$ cat src/rtl/conv_ctrl_pkg.sv
// Shared state encoding, default widths and the lowest-set-bit helper for the
// convolution address controller.
package conv_ctrl_pkg;

    localparam int DEF_NB_ADDRESS   = 10;
    localparam int DEF_NB_IMAGE     = 10;
    localparam int DEF_N_CONV       = 4;
    localparam int DEF_CONV_LATENCY = 6;
    localparam int DEF_NB_SEL       = 2;

    typedef enum logic [2:0] {
        ST_IDLE = 3'd0,
        ST_LOAD = 3'd1,
        ST_PROC = 3'd2,
        ST_DONE = 3'd3,
        ST_READ = 3'd4
    } state_t;

    // Index of the lowest set bit; 0 when the mask is empty.
    function automatic int lowest_set_index(input logic [31:0] mask);
        int idx;
        idx = 0;
        for (int i = 31; i >= 0; i--) begin
            if (mask[i]) begin
                idx = i;
            end
        end
        return idx;
    endfunction

endpackage

$ cat src/rtl/conv_addr_ctrl_if.sv
// Host-side bundle of the convolution address controller: block length,
// phase requests, data strobe, and the address/enable/status outputs.
interface conv_addr_ctrl_if #(
    parameter int NB_ADDRESS = 10,
    parameter int NB_IMAGE   = 10,
    parameter int N_CONV     = 4,
    parameter int NB_SEL     = 2
) ();

    logic [NB_IMAGE-1:0]   i_imgLength;
    logic                  i_load;
    logic                  i_SoP;
    logic                  i_valid;

    logic [NB_ADDRESS-1:0] o_writeAdd;
    logic [NB_ADDRESS-1:0] o_readAdd;
    logic                  o_wrEn;
    logic                  o_convValid;
    logic                  o_EoP;
    logic [N_CONV-1:0]     o_pending;
    logic [NB_SEL-1:0]     o_readSel;
    logic                  o_changeBlock;
    logic                  o_busy;

    // Host side: drives requests, observes addresses and status.
    modport master (
        output i_imgLength, i_load, i_SoP, i_valid,
        input  o_writeAdd, o_readAdd, o_wrEn, o_convValid, o_EoP,
        input  o_pending, o_readSel, o_changeBlock, o_busy
    );

    // Controller side.
    modport slave (
        input  i_imgLength, i_load, i_SoP, i_valid,
        output o_writeAdd, o_readAdd, o_wrEn, o_convValid, o_EoP,
        output o_pending, o_readSel, o_changeBlock, o_busy
    );

endinterface

$ cat src/rtl/conv_lsb_sel.sv
// Combinational priority encoder: picks the lowest pending convolver channel
// to drain and flags whether any channel is pending at all.
module conv_lsb_sel
    import conv_ctrl_pkg::*;
#(
    parameter int N_CONV = DEF_N_CONV,
    parameter int NB_SEL = DEF_NB_SEL
) (
    input  logic [N_CONV-1:0] mask,
    output logic [NB_SEL-1:0] sel,
    output logic              any
);

    logic [31:0] mask_wide;

    assign mask_wide = 32'(mask);
    assign sel       = NB_SEL'(lowest_set_index(mask_wide));
    assign any       = |mask;

endmodule

$ cat src/rtl/conv_addr_ctrl.sv
// Address/sequence controller for the 2D-convolution datapath: LOAD, PROC and
// READ phases. Define CONV_STALL_EN to make PROC advance only on i_valid cycles.
module conv_addr_ctrl
    import conv_ctrl_pkg::*;
#(
    parameter int NB_ADDRESS   = DEF_NB_ADDRESS,
    parameter int NB_IMAGE     = DEF_NB_IMAGE,
    parameter int N_CONV       = DEF_N_CONV,
    parameter int CONV_LATENCY = DEF_CONV_LATENCY,
    parameter int NB_SEL       = DEF_NB_SEL
) (
    input  logic            i_CLK,
    input  logic            i_reset,
    conv_addr_ctrl_if.slave bus
);

    localparam int                NB_LAT  = $clog2(CONV_LATENCY + 1);
    localparam logic [NB_LAT-1:0] LAT_MAX = NB_LAT'(CONV_LATENCY);

    state_t                state_reg, state_next;
    logic [NB_ADDRESS-1:0] rd_reg, rd_next;
    logic [NB_ADDRESS-1:0] wr_reg, wr_next;
    logic [NB_LAT-1:0]     lat_reg, lat_next;
    logic [N_CONV-1:0]     pending_reg, pending_next;
    logic                  valid_prev_reg;

    logic [N_CONV-1:0]     pending_clr;
    logic [NB_SEL-1:0]     sel;
    logic                  any_pending;
    logic [NB_ADDRESS-1:0] last_addr;
    logic                  valid_edge;
    logic                  proc_step;
    logic                  lat_done;
    logic                  at_last_rd;
    logic                  at_last_wr;
    logic                  block_end;
    logic                  read_end;

    assign last_addr  = NB_ADDRESS'(bus.i_imgLength);
    assign valid_edge = bus.i_valid & ~valid_prev_reg;
    assign lat_done   = (lat_reg == LAT_MAX);
    assign at_last_rd = (rd_reg == last_addr);
    assign at_last_wr = (wr_reg == last_addr);

`ifdef CONV_STALL_EN
    assign proc_step = bus.i_valid;
`else
    assign proc_step = 1'b1;
`endif

    // LOAD and READ blocks both end on the valid edge that hits the last address.
    assign block_end = ((state_reg == ST_LOAD) || (state_reg == ST_READ))
                       && valid_edge && at_last_rd;
    assign read_end  = (state_reg == ST_READ) && valid_edge && at_last_rd;

    conv_lsb_sel #(
        .N_CONV (N_CONV),
        .NB_SEL (NB_SEL)
    ) u_lsb_sel (
        .mask (pending_reg),
        .sel  (sel),
        .any  (any_pending)
    );

    // The channel being drained is cleared only when its READ block completes.
    for (genvar gi = 0; gi < N_CONV; gi++) begin : g_pending_clr
        assign pending_clr[gi] = read_end && (sel == NB_SEL'(gi));
    end

    always_ff @(posedge i_CLK or negedge i_reset) begin
        if (!i_reset) begin
            state_reg      <= ST_IDLE;
            rd_reg         <= '0;
            wr_reg         <= '0;
            lat_reg        <= '0;
            pending_reg    <= '0;
            valid_prev_reg <= 1'b0;
        end else begin
            state_reg      <= state_next;
            rd_reg         <= rd_next;
            wr_reg         <= wr_next;
            lat_reg        <= lat_next;
            pending_reg    <= pending_next;
            valid_prev_reg <= bus.i_valid;
        end
    end

    always_comb begin
        state_next   = state_reg;
        rd_next      = rd_reg;
        wr_next      = wr_reg;
        lat_next     = lat_reg;
        pending_next = pending_reg & ~pending_clr;

        case (state_reg)
            ST_IDLE: begin
                // Exactly one request may be honoured; conflicts leave IDLE untouched.
                if (bus.i_load && !bus.i_SoP && !any_pending) begin
                    state_next = ST_LOAD;
                    rd_next    = '0;
                end else if (!bus.i_load && bus.i_SoP && !any_pending) begin
                    state_next = ST_PROC;
                    rd_next    = '0;
                    wr_next    = '0;
                    lat_next   = '0;
                end else if (!bus.i_load && !bus.i_SoP && any_pending) begin
                    state_next = ST_READ;
                    rd_next    = '0;
                end
            end

            ST_LOAD, ST_READ: begin
                if (valid_edge) begin
                    if (at_last_rd) begin
                        state_next = ST_IDLE;
                    end else begin
                        rd_next = rd_reg + 1'b1;
                    end
                end
            end

            ST_PROC: begin
                if (proc_step) begin
                    if (!at_last_rd) begin
                        rd_next = rd_reg + 1'b1;
                    end
                    // The delay counter stands in for k-CONV_LATENCY; wr only moves once it saturates.
                    if (!lat_done) begin
                        lat_next = lat_reg + 1'b1;
                    end else if (at_last_wr) begin
                        state_next   = ST_DONE;
                        pending_next = '1;
                    end else begin
                        wr_next = wr_reg + 1'b1;
                    end
                end
            end

            ST_DONE: begin
                if (!bus.i_SoP) begin
                    state_next = ST_IDLE;
                end
            end

            default: begin
                state_next = ST_IDLE;
            end
        endcase
    end

    always_comb begin
        bus.o_writeAdd    = '0;
        bus.o_readAdd     = '0;
        bus.o_wrEn        = 1'b0;
        bus.o_convValid   = 1'b0;
        bus.o_changeBlock = block_end;
        bus.o_pending     = pending_reg;
        bus.o_EoP         = any_pending;
        bus.o_readSel     = sel;
        bus.o_busy        = (state_reg != ST_IDLE);

        case (state_reg)
            ST_LOAD, ST_READ: begin
                bus.o_writeAdd = rd_reg;
                bus.o_readAdd  = rd_reg;
            end
            ST_PROC: begin
                bus.o_convValid = proc_step;
                bus.o_wrEn      = proc_step & lat_done;
                bus.o_writeAdd  = wr_reg;
                bus.o_readAdd   = rd_reg;
            end
            default: begin
            end
        endcase
    end

endmodule
$ cat src/flat_wrapper.sv
// flat-port wrapper written by rule: the top's interface ports become plain ports
module conv_addr_ctrl_flat import conv_ctrl_pkg::*;
#(
    parameter int NB_ADDRESS   = DEF_NB_ADDRESS,
    parameter int NB_IMAGE     = DEF_NB_IMAGE,
    parameter int N_CONV       = DEF_N_CONV,
    parameter int CONV_LATENCY = DEF_CONV_LATENCY,
    parameter int NB_SEL       = DEF_NB_SEL
)
  (i_CLK, i_reset, bus_i_imgLength, bus_i_load, bus_i_SoP, bus_i_valid, bus_o_writeAdd, bus_o_readAdd, bus_o_wrEn, bus_o_convValid, bus_o_EoP, bus_o_pending, bus_o_readSel, bus_o_changeBlock, bus_o_busy);
  conv_addr_ctrl_if #(.NB_ADDRESS(NB_ADDRESS), .NB_IMAGE(NB_IMAGE), .N_CONV(N_CONV), .NB_SEL(NB_SEL)) bus_i ();
  input  logic i_CLK;
  input  logic i_reset;
  input wire logic [$bits(bus_i.i_imgLength)-1:0] bus_i_imgLength;
  input wire logic [$bits(bus_i.i_load)-1:0] bus_i_load;
  input wire logic [$bits(bus_i.i_SoP)-1:0] bus_i_SoP;
  input wire logic [$bits(bus_i.i_valid)-1:0] bus_i_valid;
  output wire logic [$bits(bus_i.o_writeAdd)-1:0] bus_o_writeAdd;
  output wire logic [$bits(bus_i.o_readAdd)-1:0] bus_o_readAdd;
  output wire logic [$bits(bus_i.o_wrEn)-1:0] bus_o_wrEn;
  output wire logic [$bits(bus_i.o_convValid)-1:0] bus_o_convValid;
  output wire logic [$bits(bus_i.o_EoP)-1:0] bus_o_EoP;
  output wire logic [$bits(bus_i.o_pending)-1:0] bus_o_pending;
  output wire logic [$bits(bus_i.o_readSel)-1:0] bus_o_readSel;
  output wire logic [$bits(bus_i.o_changeBlock)-1:0] bus_o_changeBlock;
  output wire logic [$bits(bus_i.o_busy)-1:0] bus_o_busy;
  assign bus_i.i_imgLength = bus_i_imgLength;
  assign bus_i.i_load = bus_i_load;
  assign bus_i.i_SoP = bus_i_SoP;
  assign bus_i.i_valid = bus_i_valid;
  assign bus_o_writeAdd = bus_i.o_writeAdd;
  assign bus_o_readAdd = bus_i.o_readAdd;
  assign bus_o_wrEn = bus_i.o_wrEn;
  assign bus_o_convValid = bus_i.o_convValid;
  assign bus_o_EoP = bus_i.o_EoP;
  assign bus_o_pending = bus_i.o_pending;
  assign bus_o_readSel = bus_i.o_readSel;
  assign bus_o_changeBlock = bus_i.o_changeBlock;
  assign bus_o_busy = bus_i.o_busy;
  conv_addr_ctrl #(.NB_ADDRESS(NB_ADDRESS), .NB_IMAGE(NB_IMAGE), .N_CONV(N_CONV), .CONV_LATENCY(CONV_LATENCY), .NB_SEL(NB_SEL)) u_core (.i_CLK(i_CLK), .i_reset(i_reset), .bus(bus_i));
endmodule
$ cat config.mk
export PLATFORM = sky130hd
export DESIGN_NAME = conv_addr_ctrl_flat
export DESIGN_NICKNAME = d
export VERILOG_FILES = /design/src/rtl/conv_ctrl_pkg.sv /design/src/rtl/conv_addr_ctrl_if.sv /design/src/rtl/conv_lsb_sel.sv /design/src/rtl/conv_addr_ctrl.sv /design/src/flat_wrapper.sv
export SDC_FILE = /design/constraint.sdc
export NUM_CORES = 1
export LEC_CHECK = 0
export ABC_AREA = 1
export CAP_MARGIN = 20
export CELL_PAD_IN_SITES_DETAIL_PLACEMENT = 0
export CELL_PAD_IN_SITES_GLOBAL_PLACEMENT = 1
export CORE_ASPECT_RATIO = 0.8
export CORE_MARGIN = 5
export CORE_UTILIZATION = 37
export CTS_CLUSTER_DIAMETER = 150
export CTS_CLUSTER_SIZE = 12
export DETAILED_ROUTE_END_ITERATION = 8
export PLACE_DENSITY = 0.82
export SLEW_MARGIN = 20
export SYNTH_ARGS = -nofsm -noshare
export SYNTH_HDL_FRONTEND = slang
export SYNTH_SLANG_ARGS = --single-unit
$ cat constraint.sdc
create_clock -name i_CLK -period 2.2 [get_ports i_CLK]
set_input_delay 0.44 -clock i_CLK [delete_from_list [all_inputs] [get_ports i_CLK]]
set_output_delay 0.44 -clock i_CLK [all_outputs]
set_load 0.01 [all_outputs]
==> impl_results.md <==
- Main flop type after synthesis: dfrtp_1
- Placer congestion estimate: between 0.8 and 0.9
- Worst r2r dst: u_core.state_reg[2]
- Unrepaired setup endpoints after global routing: yes
- First-pass GRT wire length: roughly 12000 µm
- GRT Util Overall: 18.4%
- Syn nets: 423
- Max Cap Viol: 0
- Reg-to-reg slack, setup: 410 ps
- Reg2reg start: u_core.state_reg[1]
- DR WL/cell: 13.2 µm
- Clock latency on the worst-skew pair: 290 ps
- Skew final: approximately 7.6 ps
- Sequential share of the synthesized area: 30.5%
- Post-synth EDFFs: 0
- Largest net degree at the start of global routing: 32
- Period utilization: 98.0%
- FF+latch count, synth: 31
- Final setup violation count: 0
- Mapped Avg Cell Area: about 6.3 µm²
- Min-Delay Path Class: register to register
- Die height: 84.1 µm
- Vias in the first global route: 2650
- Number of routed nets with antenna violations: 0
- Hold WS: just over 500 ps
- Number of remaining DRC errors: 0
- PortBufs: 45
- Max clock buf depth: 2
- Vias/cell: 4.84
- Share of flip-flops with an asynchronous set or reset: 100%
- Mapped Cells: 404
- 1st-iter DRT viols: approximately 100
- Pleak: 0.00192 µW
- CP Launch Type: input port
- Clk slew on worst S/H paths: 70 ps
- R2R cell count: 10
- Arr. time, crit path: 1720 ps
- Initial antenna violation count: 1
- Worst EP required: 1760 ps
- Row count: 27
- Most frequent cell after synthesis: nand2_1
- Unique cell type count in the Yosys netlist: 27
- Dpl hpwl: 5700 µm
- Total vias in the final route: 2813
- Share of layout cells above drive strength 1: 19.1%
- Die area: 0.00864 mm²
- CTS Sinks: 31
- Fill cells: approximately 700
- Biggest area consumer among synthesized cells: dfrtp_1
- Area Overhead vs Synth: 38.9%
- Critical Path End Type: output pin
- Worst hold path depth: 2
- Clock Tree Root: clkbuf_8
- WL final: 7650 µm
- Number of H-tree levels: 2
- Layout Nets: 511
- Final core utilization: 52.0%
- CTS tree: yes
- Top cells by area, synth: dfrtp_1 31%, nand2_1 21%, inv_1 8.4%
- Status: completed
- Worst hold start: u_core.wr_reg[9]
- Highest clock rate: approximately 460 MHz
- Hold endpoint: u_core.wr_reg[9]
- CTS Buf Count: 5
- Worst slew pin tran: between 400 and 500 ps
- 1st-pass router iterations: 4
- Syn. warnings: 0
- Fin crit period: ~2200 ps
- Worst VDD drop: 0.000446 V
- I/O pins: 46
- Hold Fails Final Rpt: 0
- Remaining global-route overflow: 0
- Max-slew violations: 0
- Pwr dens: roughly 760 mW/mm²
- Core Box Area: a little under 0.007 mm²
- Synth top cells by count: 145 x nand2_1, 57 x inv_1, 47 x nor2_1
- Die Width: 103 µm
- Critical path class: input port to output pin
- Synth Cell Area: 0.00254 mm²
- Yosys top cell area share: 30.5%
- Max-slew headroom: 72.5%
- Initial Util: 37.4%
- CP Max Fanout: 3
-- final cells by class --
| class | count | area (µm²) | share of cell area, % |
|---|---|---|---|
| Antenna cell | 1 | 2.50 | 0.0709 |
| Sequential cell | 31 | 778 | 22.0 |
| Clock buffer | 8 | 100 | 2.84 |
| Tap cell | 87 | 109 | 3.08 |
| Inverter | 60 | 234 | 6.63 |
| Timing Repair Buffer | 96 | 800 | 22.7 |
| Multi-Input combinational cell | 298 | 1510 | 42.7 |
-- metrics by stage --
| stage | setup TNS, ps | total power, µW | cell area, µm² | worst slack (ps) | cells |
|---|---|---|---|---|---|
| 6_report | 0 | 2670 | 3530 | 43.5 | 581 |
| 5_1_grt | -239 | 2860 | 3530 | -47.8 | 581 |
| 4_1_cts | -117 | 2670 | 3500 | -117 | 579 |
| 3_5_place_dp | -532 | 1990 | 3330 | -465 | 561 |
| 3_3_place_gp | -457 | 1980 | 3330 | -457 | 561 |
| 2_1_floorplan | 0 | 1480 | 2540 | 262 | 404 |
-- layer usage --
layer	GRT usage, %	share of wire [%]
met1	26.7	49
met2	26.6	43
met3	3.93	6.7
met4	6.67	1.6
met5	0	0
-- worst max-delay path, cell delays in order --
cell	delay [ps]
clkdlybuf4s50_1	550
nand2_1	80
nand2_1	80
nand2_2	70
nor2_4	120
nand3_2	110
nor2_2	130
buf_2	140
-- cell families after synthesis --
group | count (synthesis) | synth area share (%)
simple gates | 251 | 44.3
xor+xnor | 17 | 5.86
fa+ha+maj | 4 | 1.97
compound gates | 26 | 5.61
flops | 31 | 30.5
buf+inv | 75 | 11.7
-- repair_timing --
action,in CTS,in global routing
resized for setup,41,31
hold endpoints to repair,0,0
gates cloned,0,0
endpoints found under the setup margin,23,20
hold buffers,0,0
pin swaps,3,6
setup buffers,10,1
-- report_power, final --
| group | leakage (µW) | switching (µW) | internal (µW) |
|---|---|---|---|
| Clock | 0.0000515 | 222 | 285 |
| Combinational | 0.00145 | 876 | 592 |
| Sequential | 0.000420 | 57.4 | 634 |
| Total | 0.00192 | 1150 | 1510 |
-- worst max path at each step --
stage	from	end	cells after the start
final	bus_i_imgLength[4]	bus_o_changeBlock	8
after global routing	bus_i_imgLength[5]	bus_o_changeBlock	9
after CTS	bus_i_imgLength[0]	bus_o_changeBlock	11
after detailed placement	bus_i_imgLength[0]	bus_o_changeBlock	11
after global placement	bus_i_imgLength[8]	bus_o_changeBlock	10
after floorplan	u_core.state_reg[0]	bus_o_writeAdd[1]	4
-- placed cells by master, fill, tap and decap left out, drive strengths merged, types with 9 or more instances in the layout --
master | netlist | layout
dfrtp | 31 | 31
nand4 | 28 | 28
dlygate4sd2 | 0 | 12
nor2 | 48 | 48
xor2 | 9 | 9
nand3 | 21 | 21
nand2 | 147 | 147
o21ai | 12 | 12
inv | 60 | 59
buf | 8 | 54
clkdlybuf4s50 | 0 | 14
clkbuf | 7 | 13
No activity file was read; power rests on OpenSTA's default activity.
